===== config.mk =====
export PLATFORM = sky130hd
export DESIGN_NAME = pwm_d2a
export DESIGN_NICKNAME = d
export VERILOG_FILES = /design/src/rtl/pwm_d2a.sv
export SDC_FILE = /design/constraint.sdc
export NUM_CORES = 1
export LEC_CHECK = 0
export BUFFER_PORTS_ARGS = -buffer_cell sky130_fd_sc_hd__buf_2
export CAP_MARGIN = 20
export CORE_MARGIN = 2
export CORE_UTILIZATION = 34
export CTS_CLUSTER_DIAMETER = 50
export DETAILED_ROUTE_END_ITERATION = 8
export GPL_ROUTABILITY_DRIVEN = 0
export GPL_TIMING_DRIVEN = 0
export REMOVE_ABC_BUFFERS = 1
export SYNTH_ARGS = -nofsm -noshare
export SYNTH_HDL_FRONTEND = slang
export SYNTH_SLANG_ARGS = --single-unit

===== constraint.sdc =====
create_clock -name clk -period 4.9 [get_ports clk]
set_input_delay 0.98 -clock clk [delete_from_list [all_inputs] [get_ports clk]]
set_output_delay 0.98 -clock clk [all_outputs]
set_load 0.03 [all_outputs]

===== src/rtl/pwm_d2a.sv =====
// PWM digital-to-analog converter: turns a WIDTH-bit code into a fixed
// 2^WIDTH-clock PWM waveform. The duty code is double-buffered (shadow ->
// active) so a new code only takes effect at a period boundary.
module pwm_d2a #(
   parameter int unsigned WIDTH = 10
) (
   input  logic             clk,
   input  logic             rst,
   input  logic             strt,
   input  logic             stop,
   input  logic             wrt,
   input  logic [WIDTH-1:0] duty,
   output logic             PWM_sig,
   output logic             busy,
   output logic             prd_cmplt,
   output logic [WIDTH-1:0] duty_cur
);

   localparam logic [0:0]       IDLE    = 1'b0;
   localparam logic [0:0]       RUN     = 1'b1;
   localparam logic [WIDTH-1:0] CNT_MAX = '1;

   logic [0:0]       state_q,     state_d;
   logic [WIDTH-1:0] cnt_q,       cnt_d;
   logic [WIDTH-1:0] shadow_q,    shadow_d;
   logic [WIDTH-1:0] duty_cur_q,  duty_cur_d;
   logic             pwm_q,       pwm_d;
   logic             busy_q,      busy_d;
   logic             prd_q,       prd_d;
   logic             stop_pend_q, stop_pend_d;
   logic [WIDTH-1:0] eff_duty;

   // State register
   always_ff @(posedge clk or posedge rst) begin
      if (rst) begin
         state_q <= IDLE;
      end else begin
         state_q <= state_d;
      end
   end

   // Datapath and output registers
   always_ff @(posedge clk or posedge rst) begin
      if (rst) begin
         cnt_q       <= '0;
         shadow_q    <= '0;
         duty_cur_q  <= '0;
         pwm_q       <= 1'b0;
         busy_q      <= 1'b0;
         prd_q       <= 1'b0;
         stop_pend_q <= 1'b0;
      end else begin
         cnt_q       <= cnt_d;
         shadow_q    <= shadow_d;
         duty_cur_q  <= duty_cur_d;
         pwm_q       <= pwm_d;
         busy_q      <= busy_d;
         prd_q       <= prd_d;
         stop_pend_q <= stop_pend_d;
      end
   end

   // Next-state and next-output logic; a write on a load cycle is used at once
   always_comb begin
      state_d     = state_q;
      cnt_d       = cnt_q;
      shadow_d    = shadow_q;
      duty_cur_d  = duty_cur_q;
      pwm_d       = 1'b0;
      busy_d      = busy_q;
      prd_d       = 1'b0;
      stop_pend_d = stop_pend_q;
      eff_duty    = wrt ? duty : shadow_q;

      if (wrt) begin
         shadow_d = duty;
      end

      case (state_q)
         IDLE: begin
            cnt_d       = '0;
            busy_d      = 1'b0;
            stop_pend_d = 1'b0;
            if (strt) begin
               state_d    = RUN;
               duty_cur_d = eff_duty;
               busy_d     = 1'b1;
            end
         end
         RUN: begin
            cnt_d = WIDTH'(cnt_q + 1'b1);
            pwm_d = (cnt_q < duty_cur_q);
            if (stop) begin
               stop_pend_d = 1'b1;
            end
            // Period boundary: either finish the pending stop or swap in the new code
            if (cnt_q == CNT_MAX) begin
               prd_d = 1'b1;
               if (stop_pend_q || stop) begin
                  state_d     = IDLE;
                  busy_d      = 1'b0;
                  stop_pend_d = 1'b0;
               end else begin
                  duty_cur_d = eff_duty;
               end
            end
         end
         default: begin
            state_d = IDLE;
         end
      endcase
   end

   assign PWM_sig   = pwm_q;
   assign busy      = busy_q;
   assign prd_cmplt = prd_q;
   assign duty_cur  = duty_cur_q;

endmodule


==> metrics.txt, run 1 <==
Post-synth EDFFs 0; Cell Pwr Density 453 nW/um2; slew margin rel. 65.6%; Post-Synthesis Cells 129; CTS clk-pin slew, worst paths 0.07 ns; critical path's top delay family compound AO/OA/AOI/OAI gates; Filler cells 450; H-tree Lvls 2; final worst slack 2.98 ns; Mapped Area 1650 um2; CTS Buffer Depth 2; final worst-path cycle share 39.2%; CTS tree built; Setup Viol. Count Final 0; worst path cell trace buf_2 > and2b_2 > a31oi_4 > mux2_2; Worst Path Required 5.06 ns; final wirelength 2.97 mm; routed len/inst 13.7 um; Yosys reg bits 35; Pre-antenna DRT Iters 4; Num CTS Buffers 5; initial antenna violation count 0; design area 1950 um2; post-cts resize count 0; Setup TNS Final 0 ns; worst r2r dst duty_cur[5]; Mean Syn Cell Area 12.8 um2; n_diodes 0; clock root buffer clkbuf_8; cell total after placement 209; Min Hold Slack 0.477 ns; ys async rst share 100%; final hold viol count 0; post-synth top area cell dfrtp_1; Final ANT Viol Nets 0; Worst Hold Path EP cnt_q[0]; clock sink count 35; Worst path slowest cell a31oi_4; most used routing layer met2; worst-path maximum fanout 10; Max-Cap Viols 0; met2 GRT Util 21.7%; Synth Flop Type dfrtp_1; Global Route Usage Sum 12.7%; post-synth top area share 53.1%; worst stage delay on the critical path 0.39 ns; I/O Buffers 27; number of global-route vias before repair 1163; Distinct cells, synth 33; Clock Latency Late Sink 0.28 ns; Post-DP HPWL 2.22 mm; R2R cell count 5; DRT iter0 DRCs 41; Hold WC Path Type flip-flop to flip-flop; Vias/cell 4.97; Worst setup EP type flip-flop; Final Non-Filler Cells 217; ranking of synthesized cells by area dfrtp_1 (53%), mux2_2 (14%), ha_1 (7.6%); Area Overhead vs Synth 18.2%; Max Fclk 0.521 GHz; num ports 28; Nets 187; worst slew pin tran 0.515 ns; vias 1079; sequential fraction of the synthesis area 53.1%; reg-to-reg critical path startpoint cnt_q[0]; Worst IR Drop VDD 0.000226 V; DRC 0; clk_skew 0.00504 ns; worst hold stages 1; ranking of synthesized cells by instance count dfrtp_1 (35), mux2_2 (20), inv_1 (12); Synth warnings 0; Die W 73.7 um; RSZ-0062 raised after global routing false; fin crit period 1.92 ns; CP Launch Type input pin; Placed Instance Area 1870 um2; buffers and inverters on the worst path 1; die height 73.7 um; worst path arrival time 2.08 ns; area of the core 4690 um2; M1 GR Usage 14.9%; reg-to-reg slack, setup 3.02 ns; GRT met3 Usage 3.57%; Initial Util 35.2%; die area 5430 um2; dpl ws 2.67 ns; most frequent cell after synthesis dfrtp_1; global route overflow 0; hold-fix buffers at CTS 0; row count 25; leakage power 0.945 nW; largest net degree at the start of global routing 25; first-pass GRT wire length 5.23 mm; share of post-route cells with drive strength above 1 37.4%; outcome finished, final reports clean; Slew Limit Fails 0; hold path start cnt_q[0]; postcts setup bufs 0; Setup Crit Path Kind input pin to flip-flop
==> kinds of logic (layout without fill, tap and decap cells) <==
family | Yosys count | count (layout) | synth area share, %
flip-flops | 35 | 35 | 53.1
adder cells (fa/ha/maj) | 10 | 10 | 7.58
buffers and inverters | 14 | 48 | 3.41
XOR/XNOR | 6 | 6 | 3.18
AND/OR/NAND/NOR | 29 | 29 | 11.8
multiplexers | 20 | 20 | 13.6
AO/OA/AOI/OAI | 15 | 15 | 7.35
==> per-stage QoR <==
| step | total power [W] | util [%] |
|---|---|---|
| 2_1_floorplan | 0.000607 | - |
| 3_3_place_gp | 0.000678 | 39.3 |
| 3_5_place_dp | 0.000696 | 39.8 |
| 4_1_cts | 0.000896 | 41.6 |
| 5_1_grt | 0.000942 | 41.6 |
| 6_report | 0.000884 | 41.6 |
==> power by group <==
part           internal (W)  leakage, nW  switching [W]
Combinational      0.000120        0.479       0.000166
Sequential         0.000350        0.424      0.0000534
Clock             0.0000996       0.0422      0.0000939
Total              0.000570        0.945       0.000314
==> worst max-delay path by stage <==
stage / startpoint / endpoint / cells past startpoint
global placement: strt / duty_cur[0] / 4
floorplan: strt / duty_cur[0] / 3
global route: cnt_q[0] / duty_cur[5] / 5
detailed placement: strt / duty_cur[9] / 4
finish: strt / duty_cur[5] / 4
CTS: strt / duty_cur[5] / 4
==> placed cells by master, fill, tap and decap left out, types with 2 or more instances in the layout <==
master,count
nor3_1,3
clkbuf_8,5
ha_1,10
xnor2_1,3
nand2b_1,2
inv_1,12
clkbuf_1,2
o21ai_0,3
and2_1,7
a21o_1,2
a21oi_1,2
mux2_2,20
dfrtp_1,35
nand3_1,3
nand2_1,4
a21boi_0,2
xor2_1,3
buf_2,27
==> routing by layer <==
metal | up-vias | wire, um
met5 | - | 0
met4 | 0 | 63
met3 | 8 | 137
met2 | 29 | 1470
met1 | 527 | 1290
li1 | 515 | -
==> state kept, by name (all words and copies together), names as in the netlist <==
register,flops
PWM_sig,1
busy,1
cnt_q,10
duty_cur,10
prd_cmplt,1
shadow_q,10
state_q,1
stop_pend_q,1
==> layout make-up <==
type / instances / area, um2 / share of cell area [%]
sequential: 35 / 876 / 44.9
multi-input combinational: 80 / 718 / 36.8
timing repair buffer: 28 / 163 / 8.34
clock buffer: 7 / 76.3 / 3.91
tap: 54 / 67.6 / 3.46
inverter: 12 / 45.0 / 2.31
clock inverter: 1 / 5.00 / 0.257
Power figures use the tool's default switching activity.
==> run 2: changes to the inputs <==
==> constraint.sdc (replaced) <==
create_clock -name clk -period 1.6 [get_ports clk]
set_input_delay 0.32 -clock clk [delete_from_list [all_inputs] [get_ports clk]]
set_output_delay 0.32 -clock clk [all_outputs]
set_load 0.03 [all_outputs]
==> run 2 against run 1 <==
Compared with the run above: the run now ends with negative setup slack left; via count rose by 6.1%; utilization up 3.9 points; setup slack got worse by 3.1 ns; sequential power grew to 3.1 times the previous value; first-iteration DRC count increased by 27%; design area is 9.4% higher; clock skew up 0.0014 ns; critical path type is now flip-flop to flip-flop; largest cell class unchanged.
==> metrics.txt, run 2 (same netlist as run 1, synthesis figures left out) <==
clock root buffer clkbuf_8 (unchanged); Max-Cap Viols 0 (unchanged); clk_skew 0.00645 ns (was 0.00504 ns); hold-fix buffers at CTS 0 (unchanged); Min Hold Slack 0.0605 ns (was 0.477 ns); Max Fclk 0.582 GHz; outcome finished with violations (was finished, final reports clean); share of post-route cells with drive strength above 1 47.2% (was 37.4%); Critical Path Start cnt_q[1] (was strt); Worst setup EP type flip-flop (unchanged); Initial Util 35.2% (unchanged); failing checks negative setup slack; Final ANT Viol Nets 0 (unchanged); Area Overhead vs Synth 29.3% (was 18.2%); switching share of power 35.7% (was 35.5%); CP Launch Type flip-flop (was input pin); number of global-route vias before repair 1259 (was 1163); worst stage delay on the critical path 0.40 ns (was 0.39 ns); Vias/cell 4.98 (was 4.97); CTS clk-pin slew, worst paths 0.07 ns (about the same); NetSw 0.00104 W (was 0.000314 W); Worst path slowest cell dfrtp_1 (was a31oi_4); Post-DP HPWL 2.22 mm (unchanged); I/O Buffers 27 (unchanged); leakage power 1.05 nW (was 0.945 nW); Num CTS Buffers 5 (unchanged); Die W 73.7 um (unchanged); vias 1145 (was 1079); clock sink count 35 (unchanged); Setup Crit Path Kind flip-flop to flip-flop (was input pin to flip-flop); worst slew pin tran 0.512 ns (was 0.515 ns); CTS Buffer Depth 2 (unchanged); area of the core 4690 um2 (unchanged); DRT iter0 DRCs 52 (was 41); die area 5430 um2 (unchanged); Seq pwr share 42.8% (was 45.7%); final wirelength 3.40 mm (was 2.97 mm); DRC 0 (unchanged); CTS tree built (unchanged); Hold WC Path Type input pin to asynchronous set/reset pin (was flip-flop to flip-flop); n_diodes 0 (unchanged); final worst-path cycle share 107%; Clock Latency Late Sink 0.28 ns (about the same); Pre-antenna DRT Iters 4 (unchanged); Nets 200 (was 187); row count 25 (unchanged); fin crit period 1.72 ns; worst-path maximum fanout 5 (was 10); final worst slack -0.117 ns (was 2.98 ns); first-pass GRT wire length 5.91 mm (was 5.23 mm); Gate power share 36.7% (was 32.4%); slew margin rel. 65.8% (was 65.6%); routed len/inst 14.8 um (was 13.7 um); final hold viol count 0 (unchanged); reg-to-reg critical path startpoint cnt_q[1] (was cnt_q[0]); Global Route Usage Sum 14.4% (was 12.7%); commonest cells after routing, fill and taps aside dfrtp_1 (31), buf_2 (27), mux2_2 (15), inv_1 (12), buf_4 (11) (was dfrtp_1 (35), buf_2 (27), mux2_2 (20), inv_1 (12), ha_1 (10)); global route overflow 0 (unchanged); Worst Path Required 1.76 ns (was 5.06 ns); worst path arrival time 1.88 ns (was 2.08 ns); Clock power frac 20.5% (was 21.9%); RSZ-0062 raised after global routing true (was false); Int Pwr 0.00187 W (was 0.000570 W); largest net degree at the start of global routing 25 (unchanged); Setup Viol. Count Final 6 (was 0); worst path cell trace ha_4 > nand2_4 > nor4_4 > buf_4 > a31oi_4 > buf_12 > mux2_4 (was buf_2 > and2b_2 > a31oi_4 > mux2_2); H-tree Lvls 2 (unchanged); Slew Limit Fails 0 (unchanged); Cell Pwr Density 1360 nW/um2 (was 453 nW/um2); Worst IR Drop VDD 0.000704 V (was 0.000226 V); initial antenna violation count 0 (unchanged); die height 73.7 um (unchanged); commonest non-fill, non-tap cell in the layout dfrtp_1 (unchanged); num ports 28 (unchanged); Setup TNS Final -0.569 ns (was 0 ns)
-- run 2: cell count changes in the layout (fill, tap and decap cells not counted), sizes merged --
| cell | before | now |
|---|---|---|
| buf | 28 | 40 |
| a31oi | 1 | 2 |
-- run 2: final cells by class --
class | count | area (um2)
sequential | 35 | 881
tap | 54 | 67.6
clock inverter | 1 | 5.00
timing repair buffer | 40 | 265
inverter | 12 | 45.0
clock buffer | 7 | 76.3
multi-input combinational | 81 | 793
fill | 433 | 2560
-- run 2: worst paths after layout --
kind | end | slack (ns) | cells past startpoint
min in group clk | shadow_q[0] | 0.29 | 2
worst max-delay path | duty_cur[5] | -0.12 | 7
worst max register to register | duty_cur[5] | -0.12 | 7
worst min-delay path | duty_cur[6] | 0.06 | 2
worst min register to register | shadow_q[0] | 0.49 | 1
max in group asynchronous | cnt_q[6] | 1.03 | 3
-- run 2: worst max-delay path, delay by kind of cell, from the launching register on --
family	cells	cell delay (ns)
AO/OA/AOI/OAI	1	0.09
AND/OR/NAND/NOR	2	0.30
adder cells (fa/ha/maj)	1	0.17
multiplexers	1	0.29
buffers and inverters	2	0.34
flip-flops	1	0.40
-- run 2: power groups by stage --
stage | combinational (W) | sequential (W) | clock (W)
after CTS | 0.00104 | 0.00124 | 0.000618
final | 0.00107 | 0.00125 | 0.000595
after detailed placement | 0.000881 | 0.00125 | 0
after floorplan | 0.000433 | 0.00142 | 0
after global routing | 0.00117 | 0.00127 | 0.000651
after global placement | 0.000831 | 0.00124 | 0
-- run 2: repair_timing --
| action | in CTS | in global routing |
|---|---|---|
| cloned | 1 | 0 |
| setup buffers | 11 | 1 |
| resized for setup | 14 | 3 |
| endpoints found under the hold margin | 0 | 0 |
| setup endpoints to repair | 13 | 12 |
| pin swaps | 6 | 0 |
-- run 2: routing by layer --
metal	up-vias	track usage (%)	share of wire, %
li1	542	-	-
met1	569	17.5	43
met2	26	24.5	51
met3	8	3.70	3.5
met4	0	5.66	1.9
met5	-	0	0
-- run 2: per-stage QoR --
stage                     total power [W]  setup slack, ns  std cells  area (um2)  util [%]
after global placement            0.00208           -0.254        208        1840      39.3
after floorplan                   0.00186          -0.0421        127        1640         -
after CTS                         0.00290          -0.0631        229        2120      45.1
after global routing              0.00309           -0.194        230        2130      45.5
final                             0.00291           -0.117        230        2130      45.5
after detailed placement          0.00213           -0.282        209        1870      39.8
